`config.mk`:
```
export PLATFORM = sky130hd
export DESIGN_NAME = cp0_exc_ctrl_flat
export DESIGN_NICKNAME = d
export VERILOG_FILES = /design/src/rtl/cp0_exc_ctrl_pkg.sv /design/src/rtl/cp0_exc_ctrl_if.sv /design/src/rtl/cp0_exc_ctrl_prio_enc.sv /design/src/rtl/cp0_exc_ctrl.sv /design/src/flat_wrapper.sv
export SDC_FILE = /design/constraint.sdc
export NUM_CORES = 1
export LEC_CHECK = 0
export CAP_MARGIN = 20
export CORE_AREA = 2 2 71 73
export DETAILED_ROUTE_END_ITERATION = 16
export DIE_AREA = 0 0 73 75
export PLACE_DENSITY = 0.78
export REMOVE_ABC_BUFFERS = 1
export SYNTH_ARGS = -nofsm -noshare
export SYNTH_HDL_FRONTEND = slang
export SYNTH_HIERARCHICAL = 1
export SYNTH_SLANG_ARGS = --single-unit
```
`constraint.sdc`:
```
create_clock -name clk -period 1.6 [get_ports clk]
set_input_delay 0.16 -clock clk [delete_from_list [all_inputs] [get_ports clk]]
set_output_delay 0.16 -clock clk [all_outputs]
set_load 0.01 [all_outputs]
```
`src/rtl/cp0_exc_ctrl_pkg.sv`:
```
// Shared constants and types for the CP0 exception sequencer.
// Cause codes, vector address, status bit positions, FSM states.
package cpu_defs_pkg;

    localparam logic [31:0] EXC_VECTOR    = 32'h00400004;
    localparam logic [3:0]  CAUSE_SYSCALL = 4'd8;
    localparam logic [3:0]  CAUSE_BREAK   = 4'd9;
    localparam logic [3:0]  CAUSE_TEQ     = 4'd13;

    localparam int ST_IE       = 0;
    localparam int ST_SYS_MASK = 1;
    localparam int ST_BRK_MASK = 2;
    localparam int ST_TEQ_MASK = 3;

    typedef enum logic [2:0] {
        S_IDLE,
        S_SAVE,
        S_REDIR_EXC,
        S_RESTORE,
        S_REDIR_ERET
    } exc_state_t;

    typedef struct packed {
        logic       valid;
        logic       is_eret;
        logic [3:0] cause;
    } prio_t;

endpackage

```
`src/rtl/cp0_exc_ctrl_if.sv`:
```
// Core/CP0 side signal bundle of the exception sequencer.
// master = core/decode side, slave = the sequencer.
interface cp0_exc_ctrl_if;

    logic        req_syscall;
    logic        req_break;
    logic        req_teq;
    logic        req_eret;
    logic        mtc0_busy;
    logic [31:0] status;
    logic [31:0] epc;
    logic        exception;
    logic        eret;
    logic [3:0]  cause;
    logic        stall;
    logic        pc_load;
    logic [31:0] pc_target;
    logic        exc_active;

    modport master (
        output req_syscall, req_break, req_teq, req_eret,
        output mtc0_busy, status, epc,
        input  exception, eret, cause, stall,
        input  pc_load, pc_target, exc_active
    );

    modport slave (
        input  req_syscall, req_break, req_teq, req_eret,
        input  mtc0_busy, status, epc,
        output exception, eret, cause, stall,
        output pc_load, pc_target, exc_active
    );

endinterface

```
`src/rtl/cp0_exc_ctrl_prio_enc.sv`:
```
// Masked trap priority encoder: eret > syscall > break > teq.
// eret is never masked; traps need IE plus their own mask bit.
module exc_prio_enc
    import cpu_defs_pkg::*;
(
    input  logic       i_req_syscall,
    input  logic       i_req_break,
    input  logic       i_req_teq,
    input  logic       i_req_eret,
    input  logic [3:0] i_status,
    output prio_t      o_prio
);

    logic       w_sys;
    logic       w_brk;
    logic       w_teq;
    logic [3:0] w_sel;

    assign w_sys = i_req_syscall & i_status[ST_IE]
                 & i_status[ST_SYS_MASK];
    assign w_brk = i_req_break & i_status[ST_IE]
                 & i_status[ST_BRK_MASK];
    assign w_teq = i_req_teq & i_status[ST_IE]
                 & i_status[ST_TEQ_MASK];

    // one-hot winner, so the decoder below is truly unique
    assign w_sel[3] = i_req_eret;
    assign w_sel[2] = w_sys & ~i_req_eret;
    assign w_sel[1] = w_brk & ~w_sys & ~i_req_eret;
    assign w_sel[0] = w_teq & ~w_brk & ~w_sys & ~i_req_eret;

    // decode the winner into {valid, is_eret, cause}
    always_comb begin
        o_prio = '0;
        unique case (1'b1)
            w_sel[3]: begin
                o_prio.valid   = 1'b1;
                o_prio.is_eret = 1'b1;
            end
            w_sel[2]: begin
                o_prio.valid = 1'b1;
                o_prio.cause = CAUSE_SYSCALL;
            end
            w_sel[1]: begin
                o_prio.valid = 1'b1;
                o_prio.cause = CAUSE_BREAK;
            end
            w_sel[0]: begin
                o_prio.valid = 1'b1;
                o_prio.cause = CAUSE_TEQ;
            end
            default: ;
        endcase
    end

endmodule

```
`src/rtl/cp0_exc_ctrl.sv`:
```
// CP0 exception sequencer: IDLE -> SAVE/RESTORE -> REDIRECT -> IDLE.
// Stalls the core during the sequence and issues a one-cycle PC load.
module cp0_exc_ctrl
    import cpu_defs_pkg::*;
(
    input  logic         clk,
    input  logic         rst,
    cp0_exc_ctrl_if.slave bus
);

    prio_t       w_prio;
    logic        w_idle_stall;
    logic        w_go;
    logic        w_unused;
    exc_state_t  r_state;
    logic        r_exception;
    logic        r_eret;
    logic [3:0]  r_cause;
    logic        r_stall;
    logic        r_pc_load;
    logic [31:0] r_pc_target;
    logic        r_exc_active;

    assign w_unused = ^bus.status[31:4];

    exc_prio_enc u_prio (
        .i_req_syscall (bus.req_syscall),
        .i_req_break   (bus.req_break),
        .i_req_teq     (bus.req_teq),
        .i_req_eret    (bus.req_eret),
        .i_status      (bus.status[3:0]),
        .o_prio        (w_prio)
    );

    // an eligible request in IDLE stalls at once, even while mtc0 waits
    assign w_idle_stall = (r_state == S_IDLE) & w_prio.valid & ~rst;
    assign w_go         = w_idle_stall & ~bus.mtc0_busy;

    // sequencer FSM with registered CP0/PC outputs
    always_ff @(posedge clk) begin
        if (rst) begin
            r_state      <= S_IDLE;
            r_exception  <= 1'b0;
            r_eret       <= 1'b0;
            r_cause      <= '0;
            r_stall      <= 1'b0;
            r_pc_load    <= 1'b0;
            r_pc_target  <= '0;
            r_exc_active <= 1'b0;
        end else begin
            unique case (r_state)
                S_IDLE: begin
                    if (w_go) begin
                        r_stall      <= 1'b1;
                        r_exc_active <= 1'b1;
                        if (w_prio.is_eret) begin
                            r_state <= S_RESTORE;
                            r_eret  <= 1'b1;
                        end else begin
                            r_state     <= S_SAVE;
                            r_exception <= 1'b1;
                            r_cause     <= w_prio.cause;
                        end
                    end
                end
                S_SAVE: begin
                    r_state     <= S_REDIR_EXC;
                    r_exception <= 1'b0;
                    r_pc_load   <= 1'b1;
                    r_pc_target <= EXC_VECTOR;
                end
                S_RESTORE: begin
                    r_state     <= S_REDIR_ERET;
                    r_eret      <= 1'b0;
                    r_pc_load   <= 1'b1;
                    r_pc_target <= bus.epc;
                end
                S_REDIR_EXC, S_REDIR_ERET: begin
                    r_state      <= S_IDLE;
                    r_pc_load    <= 1'b0;
                    r_stall      <= 1'b0;
                    r_exc_active <= 1'b0;
                end
                default: begin
                    r_state      <= S_IDLE;
                    r_exception  <= 1'b0;
                    r_eret       <= 1'b0;
                    r_stall      <= 1'b0;
                    r_pc_load    <= 1'b0;
                    r_exc_active <= 1'b0;
                end
            endcase
        end
    end

    assign bus.exception  = r_exception;
    assign bus.eret       = r_eret;
    assign bus.cause      = r_cause;
    assign bus.stall      = r_stall | w_idle_stall;
    assign bus.pc_load    = r_pc_load;
    assign bus.pc_target  = r_pc_target;
    assign bus.exc_active = r_exc_active;

endmodule

```
`src/flat_wrapper.sv`:
```
// flat-port wrapper written by rule: the top's interface ports become plain ports
module cp0_exc_ctrl_flat import cpu_defs_pkg::*;
  (clk, rst, bus_req_syscall, bus_req_break, bus_req_teq, bus_req_eret, bus_mtc0_busy, bus_status, bus_epc, bus_exception, bus_eret, bus_cause, bus_stall, bus_pc_load, bus_pc_target, bus_exc_active);
  cp0_exc_ctrl_if bus_i ();
  input  logic clk;
  input  logic rst;
  input wire logic [$bits(bus_i.req_syscall)-1:0] bus_req_syscall;
  input wire logic [$bits(bus_i.req_break)-1:0] bus_req_break;
  input wire logic [$bits(bus_i.req_teq)-1:0] bus_req_teq;
  input wire logic [$bits(bus_i.req_eret)-1:0] bus_req_eret;
  input wire logic [$bits(bus_i.mtc0_busy)-1:0] bus_mtc0_busy;
  input wire logic [$bits(bus_i.status)-1:0] bus_status;
  input wire logic [$bits(bus_i.epc)-1:0] bus_epc;
  output wire logic [$bits(bus_i.exception)-1:0] bus_exception;
  output wire logic [$bits(bus_i.eret)-1:0] bus_eret;
  output wire logic [$bits(bus_i.cause)-1:0] bus_cause;
  output wire logic [$bits(bus_i.stall)-1:0] bus_stall;
  output wire logic [$bits(bus_i.pc_load)-1:0] bus_pc_load;
  output wire logic [$bits(bus_i.pc_target)-1:0] bus_pc_target;
  output wire logic [$bits(bus_i.exc_active)-1:0] bus_exc_active;
  assign bus_i.req_syscall = bus_req_syscall;
  assign bus_i.req_break = bus_req_break;
  assign bus_i.req_teq = bus_req_teq;
  assign bus_i.req_eret = bus_req_eret;
  assign bus_i.mtc0_busy = bus_mtc0_busy;
  assign bus_i.status = bus_status;
  assign bus_i.epc = bus_epc;
  assign bus_exception = bus_i.exception;
  assign bus_eret = bus_i.eret;
  assign bus_cause = bus_i.cause;
  assign bus_stall = bus_i.stall;
  assign bus_pc_load = bus_i.pc_load;
  assign bus_pc_target = bus_i.pc_target;
  assign bus_exc_active = bus_i.exc_active;
  cp0_exc_ctrl u_core (.clk(clk), .rst(rst), .bus(bus_i));
endmodule
```
-- Word-level counts from Yosys, hierarchy flattened
Cells that the tools add are included.
Widths: inputs -> output; s select.
- word-level logic and storage cells: 65
- RAM bits: 0
- bits of input ports: 71
- bits in registers: 43
- memories: 0
- ROM bits: 0
- bits in latches: 0
- order comparisons: 0
- reductions and logical operators: 10
- bitwise gates (word level): 25
- mux-type cells: 16
- add/subtract/negate cells: 0
- multipliers: 0
- shifts and indexed selects: 0
- eq/ne operators: 7
- divide/modulo/power cells: 0
- operator list (cell ; count):
    $pmux 32 s2 ; 1
    $and 1x1->1 ; 15
    $pmux 4 s3 ; 1
    $not 1->1 ; 9
    $pmux 3 s3 ; 1
    $reduce_and 3->1 ; 3
    $pmux 1 s2 ; 4
    $mux 1 ; 7
    $eq 3x2->1 const B ; 2
    $reduce_or 3->1 ; 2
    $ne 2x2->1 const B ; 2
    $reduce_or 4->1 ; 1
    $eq 3x1->1 const B ; 1
    $eq 3x3->1 const B ; 1
    $logic_not 3->1 ; 1
    $mux 3 ; 1
    $mux 2 ; 1
    $ne 2x1->1 const B ; 1
    $reduce_and 2->1 ; 1
    $reduce_bool 2->1 ; 1
    $reduce_or 2->1 ; 1
    $or 1x1->1 ; 1

-- Longest topological paths before layout
- word-level depth: 13
- mapped depth: 5
- depth with buffers taken out: 5

-- Cells and area by module
The synthesis kept the hierarchy.
- modules (own cells, without submodules) (module ; area each (um^2) ; cells each ; times used ; seq. area each (um^2)):
    cp0_exc_ctrl ; 1452.6 ; 122 ; 1 ; 860.8
    exc_prio_enc ; 107.6 ; 14 ; 1 ; 0.0

-- Least setup slack after synthesis
No wires, ideal clock.
- path kind: input to register
- from: input bus_status[1]
- to: register u_core.r_exception, in the netlist u_core/bus.exception
- arrival time: 1.127 ns
- path buffers: 0
- cell stages on the path: 5
- slack: 0.360 ns
- cell sequence: a22oi_2 > a21oi_1 > nor3b_4 > a21oi_1 > a2111oi_1
- RTL lines (what ; line ; source):
    start, declared ; flat_wrapper.sv:12 ; input wire logic [$bits(bus_i.status)-1:0] bus_status;
    end signal, assigned ; cp0_exc_ctrl.sv:43 ; r_exception <= 1'b0;
    end signal, assigned ; cp0_exc_ctrl.sv:61 ; r_exception <= 1'b1;
    end signal, assigned ; cp0_exc_ctrl.sv:68 ; r_exception <= 1'b0;
    end, declared ; cp0_exc_ctrl.sv:16 ; logic r_exception;

==> impl_metrics.toml <==
[synth]
ys_seq_area_frac = 0.552
synth.cell_area_um2 = 1560
synthDominantCellAreaShare = 0.552
synthesis.area_per_instance_um2 = 11.5
yosys_register_bits = 43
post-synth-top-area-cell = "sky130_fd_sc_hd__dfxtp_1"
synth_enable_flop_cells = 0
synth_cell_types = 34
async_reset_ff_frac = 0
synth-main-ff-cell = "sky130_fd_sc_hd__dfxtp_1"
synth_cells = 136
synthTopCellsByArea = "sky130_fd_sc_hd__dfxtp_1 (55%), sky130_fd_sc_hd__a22o_1 (16%), sky130_fd_sc_hd__a21oi_1 (4.2%)"
ys.warnings.count = 6

[pwr]
total_power_divided_by_cell_area_nw_per_um2 = 808
power.static_leakage_uw = 0.00102
power.total_uw = 2140
sw_frac_of_total = 0.220
power_frac_seq = 0.514
p_int_uw = 1670
part_of_the_total_power_dissipated_in_combinational_logic = 0.141
clock_power_share = 0.345
netSwitchingPower_uw = 471
power.ir.vdd_worst_mv = 0.369

[clocking]
clock_latency_ns = 0.29
clock_transition_at_path_regs_ns = 0.07
clock_path_buffers = 2
total_cts_buffers = 5
holdBufCountCts = 0
clock-sinks = 43
cts_tree = "built"
ctsHtreeMaxLevel = 2
master_cell_of_the_clock_root_buffer = "sky130_fd_sc_hd__clkbuf_8"
number_of_setup_buffers_added_after_cts = 0

[floorplan]
core_area_um2 = 4660
std_cell_rows = 25
floorplan.die.height_um = 75
die_area_um2 = 5480
dieWidth_um = 73
io_pins = 112
start_util = 0.335

[placed_design]
placed_cells_incl_taps = 280
place_ws_ns = -0.217
post-dp-hpwl_um = 2770
place.port_buffers = 83
gp_congestion = 0.770

[critical_path]
criticalPathCategory = "in -> out"
worstPathMaxFanout = 3
crit_start = "bus_status[1]"
reg2reg_from = "u_core/r_state[2]"
critPathArrivalTime_ns = 1.38
critPathRequiredTime_ns = 1.44
worst_setup_path_start_kind = "input port"
number_of_cell_instances_on_the_worst_register_to_register_path = 4
ff2ff_setup_slack_ns = 0.26
critPathCaptureType = "output port"
timing.rr.end = "u_core/bus.pc_target[12]"

[sta]
fin_setup_tns_ns = 0
final.setup_skew_ns = 0.00182
rsz0062_at_grt = "no"
layout_min_cycle_time_ns = 1.54
final_max_slew_viol_count = 0
max_freq_ghz = 0.648
finalHoldViolations = 0
timing.final.crit_share = 0.965
report.final.setup_viol = 0
setup_ws_ns = 0.0560

[cells_and_area]
most_frequent_standard_cell_in_the_layout_excluding_fill_and_tap_cells = "sky130_fd_sc_hd__clkdlybuf4s50_1"
post_route_cells_drive_above_1_share = 0.141
most-common-layout-cells = "sky130_fd_sc_hd__clkdlybuf4s50_1 (81), sky130_fd_sc_hd__dfxtp_1 (43), sky130_fd_sc_hd__a22o_1 (29)"
finish.net_count = 304
area.growth.synth_to_final_pct = 70.1
stdcell_count = 288
number_of_inserted_diodes = 0
finish.utilization = 0.569

[global_routing]
grt-ovfl-total = 0
wire_length_of_the_first_global_routing_pass_um = 6240
grt_use_met3 = 0.0562
grt_antenna_before_repair = 0
grt_max_degree = 31
grt-busiest-layer = "met2"
met1_usage = 0.176
first_global_vias = 1403
grt_use_met2 = 0.240
global_route.usage.total = 0.149

[route]
detail_route.wl_per_cell_um = 13.5
drt_first_iter_violations = 31
routed_via_density = 4.85
finalWirelength_um = 3880
first_pass_iters = 6
via_count = 1397
postRouteAntennaNets = 0
remaining_drc_errors = 0

[worst_hold_path]
worst_hold_path.endpoint = "u_core/bus.pc_target[15]"
min_delay_path_depth = 2
min-delay-path-class = "in -> reg"
worstHoldStart = "bus_epc[15]"

[run]
timing.max_cap.violations = 0

[status]
outcome = "complete, no violations"
-- Yosys cell counts, types with 2 or more instances --
library cell / number
sky130_fd_sc_hd__dfxtp_1: 43
sky130_fd_sc_hd__a22o_1: 29
sky130_fd_sc_hd__a21oi_1: 13
sky130_fd_sc_hd__nand2b_1: 7
sky130_fd_sc_hd__a31o_1: 4
sky130_fd_sc_hd__buf_2: 3
sky130_fd_sc_hd__buf_4: 3
sky130_fd_sc_hd__buf_6: 2
sky130_fd_sc_hd__clkbuf_1: 2
sky130_fd_sc_hd__nand2_1: 2
sky130_fd_sc_hd__nor2_1: 2
sky130_fd_sc_hd__nor2b_1: 2
sky130_fd_sc_hd__nor3_1: 2
sky130_fd_sc_hd__o21ai_0: 2
-- metal layers --
layer	share of wire	wire length (um)
met2	0.45	1740
met3	0.086	333
met4	0.011	44
met1	0.45	1760
met5	0	0
-- sequential cells by signal, summed over array words and instances, names as in the netlist --
| signal | count |
|---|---|
| u_core/bus.pc_target | 32 |
| u_core/bus.cause | 4 |
| u_core/r_state | 3 |
| u_core/bus.eret | 1 |
| u_core/bus.exc_active | 1 |
| u_core/bus.exception | 1 |
| u_core/bus.pc_load | 1 |
-- repair_timing --
action | in CTS | in global routing
setup endpoints to repair | 1 | 7
hold endpoints to repair | 0 | 0
gates resized for setup | 4 | 1
pin swaps | 1 | 0
-- stage by stage --
stage / cell area, um^2 / hold WS, ns
detailed placement: 2540 / 0.452
CTS: 2650 / 0.441
global placement: 2520 / 0.452
floorplan: 1490 / 0.229
finish: 2650 / 0.460
global route: 2650 / 0.458
-- how the worst max path moves through the flow --
stage                                to  slack, ns  depth (start not counted)
6_report                      bus_stall       0.06                          5
5_1_grt                       bus_stall      0.006                          5
4_1_cts                       bus_stall       0.05                          5
3_5_place_dp                  bus_stall      -0.22                          5
3_3_place_gp   u_core/bus.pc_target[29]      -0.34                          3
2_1_floorplan      u_core/bus.exception       0.06                          3
-- kinds of logic (layout without fill, tap and decap cells) --
| group | Yosys count | after routing | synth area share |
|---|---|---|---|
| DFF | 43 | 43 | 0.552 |
| other | 1 | 1 | 0.00240 |
| buffers and inverters | 12 | 110 | 0.0481 |
| and+or+nand+nor | 25 | 25 | 0.122 |
| adders and majority gates | 1 | 1 | 0.00642 |
| AOI/OAI and AO/OA | 54 | 54 | 0.269 |
-- power groups by stage --
stage	combinational [uW]	sequential [uW]	clock [uW]
floorplan	78.7	1140	0
global placement	290	1130	0
detailed placement	300	1130	0
CTS	303	1100	768
global route	329	1100	794
finish	303	1100	739
-- worst max-delay path: stages --
cell and delay, ns:
sky130_fd_sc_hd__clkdlybuf4s50_1 0.44, sky130_fd_sc_hd__a22oi_2 0.24, sky130_fd_sc_hd__a21oi_2 0.10, sky130_fd_sc_hd__a21o_1 0.16, sky130_fd_sc_hd__dlygate4sd2_1 0.27
-- layout make-up --
class / instances / area, um^2
inverters: 2 / 7.51
clock buffers: 8 / 100
flip-flops and latches: 43 / 861
fillers: 413 / 2010
multi-input cells: 81 / 642
repair buffers: 100 / 976
well taps: 54 / 67.6
(Power assumes the default switching activity.)
==> edit 1: new RTL, same settings <==
Make the reset (`rst`) asynchronous in one clocked block.
--- a/src/rtl/cp0_exc_ctrl.sv
+++ b/src/rtl/cp0_exc_ctrl.sv
@@ -38,5 +38,5 @@
 
     // sequencer FSM with registered CP0/PC outputs
-    always_ff @(posedge clk) begin
+    always_ff @(posedge clk or posedge rst) begin
         if (rst) begin
             r_state      <= S_IDLE;
Formal check against the unedited RTL: differs if rst is asserted again (counterexample within 4 cycles, from zero or initial values and one cycle with rst high); with rst held inactive, the same outputs for 10 cycles.
==> edit 1 against the original RTL <==
Fmax shrank 2.4%; sequential cell count is the same; design area grew 9.5%; global-route usage grew 2.0 points; register-to-register slack lost 0.04 ns; count of clock-buffer cells in the layout shrank 2; first-iteration DRC count grew 140%; worst setup slack lost 0.037 ns; clock skew grew 0.0036 ns; synthesized area grew 19%; wire length grew 12%; core utilization grew 5.4 points.
Power is not compared: it rests on default switching activity, and its combinational part moved more than twofold at a synthesized area within 25%.
==> edit 1: results (changes against the original RTL) <==
* Final #Nets at 351 (+15%)
* DR WL/cell at 12.94 um (-3.8%)
* Non-clock buffering overhead at 32.50% (-4.3 points)
* Largest cells by area after synthesis: dfrtp_1 (58%), nand2_1 (13%), o21ai_0 (9.2%)
* Fraction of registers with async set/reset at 100.0% (+100 points)
* Count of multi-input gates at 131 (+62%)
* 1st-iter DRT viols at 73 (+140%)
* Critical path arrival at 1.42 ns (+0.04 ns)
* Worst Hold Class: input pin to async pin
* Signal buffers at 95 (-5.0%)
* Fraction of area in clock buffers and inverters at 3.530% (-0.24 points)
* Register area share after synthesis at 58.03% (+2.9 points)
* CLK BUF at 6 (-2)
* Distinct cells, synth at 27 (-21%)
* Worst R2R Path Depth at 3 (-1)
* Reg-to-reg endpoint: u_core/bus.cause[3]
* DP HPWL at 3.096 mm (+12%)
* Via count at 1577 (+13%)
* Overall routing resource usage at 16.86% (+2.0 points)
* Final setup skew at 0.005402 ns (+0.003579 ns)
* Ant diodes at 0 (unchanged)
* Reg2reg setup slack at 0.22 ns (-0.04 ns)
* Hold slack at 0.2625 ns (-0.1973 ns)
* Seq area share at 37.02% (+4.6 points)
* Largest net degree at the start of global routing at 66 (+110%)
* GR Util met1 at 19.13% (+1.6 points)
* Fill count at 384 (-7.0%)
* Share of cells above drive strength 1 at 11.43% (-2.7 points)
* Non-clk invs at 4 (+2)
* GP Congestion at 0.7552 (-1.9%)
* Synth cell count leaders: nand2_1 (65), dfrtp_1 (43), o21ai_0 (34)
* Most used DFF post-synth: dfrtp_1
* Multi-input gate area at 700.7 um^2 (+9.2%)
* Met3 track demand over resource at 6.693% (+1.1 points)
* DRT Pass-1 Iters at 4 (-2)
* Status: completed
* Met2 Resource Use GR at 29.73% (+5.7 points)
* First-pass GRT wire length at 7.065 mm (+13%)
* Critical Path Fanout Max at 2 (-1)
* Critical path startpoint: bus_req_syscall
* Worst r2r src: u_core/r_state[2]
==> edit 1: cells by family after synthesis <==
| family | after synthesis | share of synthesized area [%] |
|---|---|---|
| DFF | 43 | 58.03 |
| muxes | 4 | 3.239 |
| buffers and inverters | 18 | 4.520 |
| and+or+nand+nor | 80 | 20.31 |
| other | 1 | 0.2022 |
| AOI/OAI and AO/OA | 46 | 13.70 |
==> edit 1: metal layers <==
metal / vias up / wire [um] / share of wire [%]
met3: 4 / 387 / 9.0
met1: 717 / 1818 / 42
met2: 59 / 2085 / 48
met4: 0 / 32 / 0.74
met5: - / 0 / 0
li1: 797 / - / -
==> edit 1: metrics by stage <==
step           setup slack, ns  std cells  total power (uW)  area, um^2  setup TNS, ns
3_3_place_gp           -0.1974        326              2207        2794         -1.175
6_report               0.01880        334              2989        2907              0
5_1_grt              0.0004575        334              3171        2907              0
4_1_cts                0.03113        333              3039        2899              0
3_5_place_dp           -0.2711        326              2230        2794         -1.771
2_1_floorplan          -0.3241        178              1668        1785         -10.57
==> edit 2: new RTL, same settings <==
Without the edit above. Encoding of `exc_state_t`: now one-hot (5 bits for 5 states).
--- a/src/rtl/cp0_exc_ctrl_pkg.sv
+++ b/src/rtl/cp0_exc_ctrl_pkg.sv
@@ -13,10 +13,10 @@
     localparam int ST_TEQ_MASK = 3;
 
-    typedef enum logic [2:0] {
-        S_IDLE,
-        S_SAVE,
-        S_REDIR_EXC,
-        S_RESTORE,
-        S_REDIR_ERET
+    typedef enum logic [4:0] {
+        S_IDLE       = 5'b00001,
+        S_SAVE       = 5'b00010,
+        S_REDIR_EXC  = 5'b00100,
+        S_RESTORE    = 5'b01000,
+        S_REDIR_ERET = 5'b10000
     } exc_state_t;
 
Formal check against the unedited RTL: no difference found for any inputs over 10 cycles, from zero or initial values and one cycle with rst high; not proved beyond that.
==> edit 2 against the original RTL <==
Sequential power is 4% higher; global-route usage increased by 2.9 points; largest power group unchanged; worst setup slack improved by 0.023 ns; largest cell class unchanged; via count grew 15%; design area increased by 11%; synthesized area up 15%; fmax up 1.5%; critical path type is now register to primary output; wire length increased by 19%; total power is 3.0% higher; sequential cell count grew 2; core utilization grew 6.4 points.
==> edit 2: results (changes against the original RTL) <==
* Status: completed
* Post-DP Area at 2758 um^2 (+8.6%)
* Non-Filler Instances at 322 (+12%)
* Reg2reg setup slack at 0.12 ns (-0.14 ns)
* H-Tree Level Count at 2 (unchanged)
* Ant diodes at 0 (unchanged)
* Hold Path Depth at 3 (+1)
* HP Start: bus_req_eret
* Via count at 1607 (+15%)
* Share of cells above drive strength 1 at 19.40% (+5.3 points)
* Distinct cells, synth at 46 (+35%)
* Worst R2R Path Depth at 5 (+1)
* VDD IR-drop max at 533.7 uV (+45%)
* P_leak at 0.001204 uW (+18%)
* Largest net degree at the start of global routing at 32 (+3.2%)
* Cts bufs inserted at 5 (unchanged)
* Critical Path Fanout Max at 3 (unchanged)
* Clock Tree Buf Depth at 2 (unchanged)
* DRT Pass-1 Iters at 4 (-2)
* First-pass GRT wire length at 7.493 mm (+20%)
* Worst Hold Class: input pin to register
* # placed instances at 310 (+11%)
* Root Buffer: clkbuf_8
* Synth cell count leaders: dfxtp_1 (45), a22o_1 (30), nor2_1 (17)
* 1st-iter DRT viols at 77 (+150%)
* Worst hold endpoint: u_core/r_state[1]
* Clock Latency Late Sink at 0.30 ns
* Register area share after synthesis at 50.10% (-5.1 points)
* Number of synthesis warnings at 6 (unchanged)
* Largest register FFs at 32 (unchanged)
* Hold slack at 0.2575 ns (-0.2023 ns)
* CTS clk-pin slew, worst paths at 0.09 ns (+0.02 ns)
* Fraction of registers with async set/reset at 0% (unchanged)
* Final setup skew at 0.008699 ns (+0.006876 ns)
* Critical path arrival at 1.36 ns (-0.02 ns)
* DP HPWL at 3.331 mm (+20%)
* Pre-CTS setup slack at -0.4506 ns (-0.2335 ns)
* Initial antenna violation count at 0 (unchanged)
* # port buffers at 83 (unchanged)
* WL final at 4.614 mm (+19%)
* GP Congestion at 0.8412 (+9.3%)
* Avg Inst Size Synth at 10.70 um^2 (-6.7%)
* Vias in the first global route at 1618 (+15%)
* Largest cells by area after synthesis: dfxtp_1 (50%), a22o_1 (15%), nor2_1 (3.5%)
* Reg-to-reg endpoint: u_core/bus.pc_target[17]
* Worst r2r src: u_core/r_state[4]
* Final #Nets at 338 (+11%)
* Drt drc at 0 (unchanged)
* Overall routing resource usage at 17.72% (+2.9 points)
[edit 2: changes by cell type in the layout (fill, tap and decap cells not counted), moves of 5 or more]
cell	change
clkdlybuf4s50_1	-8
buf_4	+8
dlymetal6s2s_1	+9
mux2i_1	+5
nor2_1	+15
a21oi_1	-6
[edit 2: cells by family after synthesis]
| kind of cell | synth area share, % |
|---|---|
| and+or+nand+nor | 13.64 |
| buffers and inverters | 7.097 |
| DFF | 50.10 |
| AOI/OAI and AO/OA | 23.73 |
| xor gates and xnor gates | 2.436 |
| muxes | 2.784 |
| other | 0.2086 |
[edit 2: area by class of cell]
class | instances | area, um^2
well taps | 54 | 67.56
multi-input cells | 104 | 812.0
inverters | 3 | 11.26
clock buffers | 7 | 96.34
repair buffers | 108 | 1056
flip-flops and latches | 45 | 904.6
clock inverters | 1 | 5.005
fillers | 372 | 1708
[edit 2: how the worst max path moves through the flow]
stage	from	endpoint	slack, ns	cells after the start
final	u_core/r_state[4]	bus_stall	0.08	4
after global routing	u_core/r_state[2]	u_core/bus.eret	-0.02	5
after CTS	bus_req_syscall	bus_stall	-0.05	6
after detailed placement	bus_req_eret	u_core/bus.cause[0]	-0.45	7
after global placement	rst	u_core/bus.pc_target[17]	-0.42	3
after floorplan	u_core/r_state[1]	u_core/bus.pc_target[0]	-0.10	4
[edit 2: metrics by stage]
stage | setup TNS, ns | utilization [%]
floorplan | -3.034 | -
finish | 0 | 63.36
detailed placement | -7.637 | 59.17
global route | -0.02008 | 63.36
CTS | -0.04624 | 62.26
global placement | -15.39 | 58.85
[edit 2: critical path: stages, from the launching register on]
cell and delay (ns):
dfxtp_2 0.35, nor4_4 0.29, and2_4 0.19, a21o_1 0.10
buf_2 0.13
[edit 2: routing by layer]
layer / up-vias / wire, um / GRT usage [%]
met4: 0 / 46 / 5.761
li1: 807 / - / -
met2: 63 / 2184 / 29.43
met5: - / 0 / 0
met1: 730 / 1899 / 20.58
met3: 7 / 483 / 7.764
[edit 2: power breakdown]
group	internal, uW	leakage (uW)	switching, uW
Sequential	1130	0.000364	8.29
Combinational	193	0.000785	112
Clock	391	0.0000542	374
[edit 2: repair_timing]
action                     CTS  global route
gates cloned                 0             0
buffers inserted             3             2
pin swaps                    2             8
setup endpoints to repair    8             8
gates resized for setup      8            18
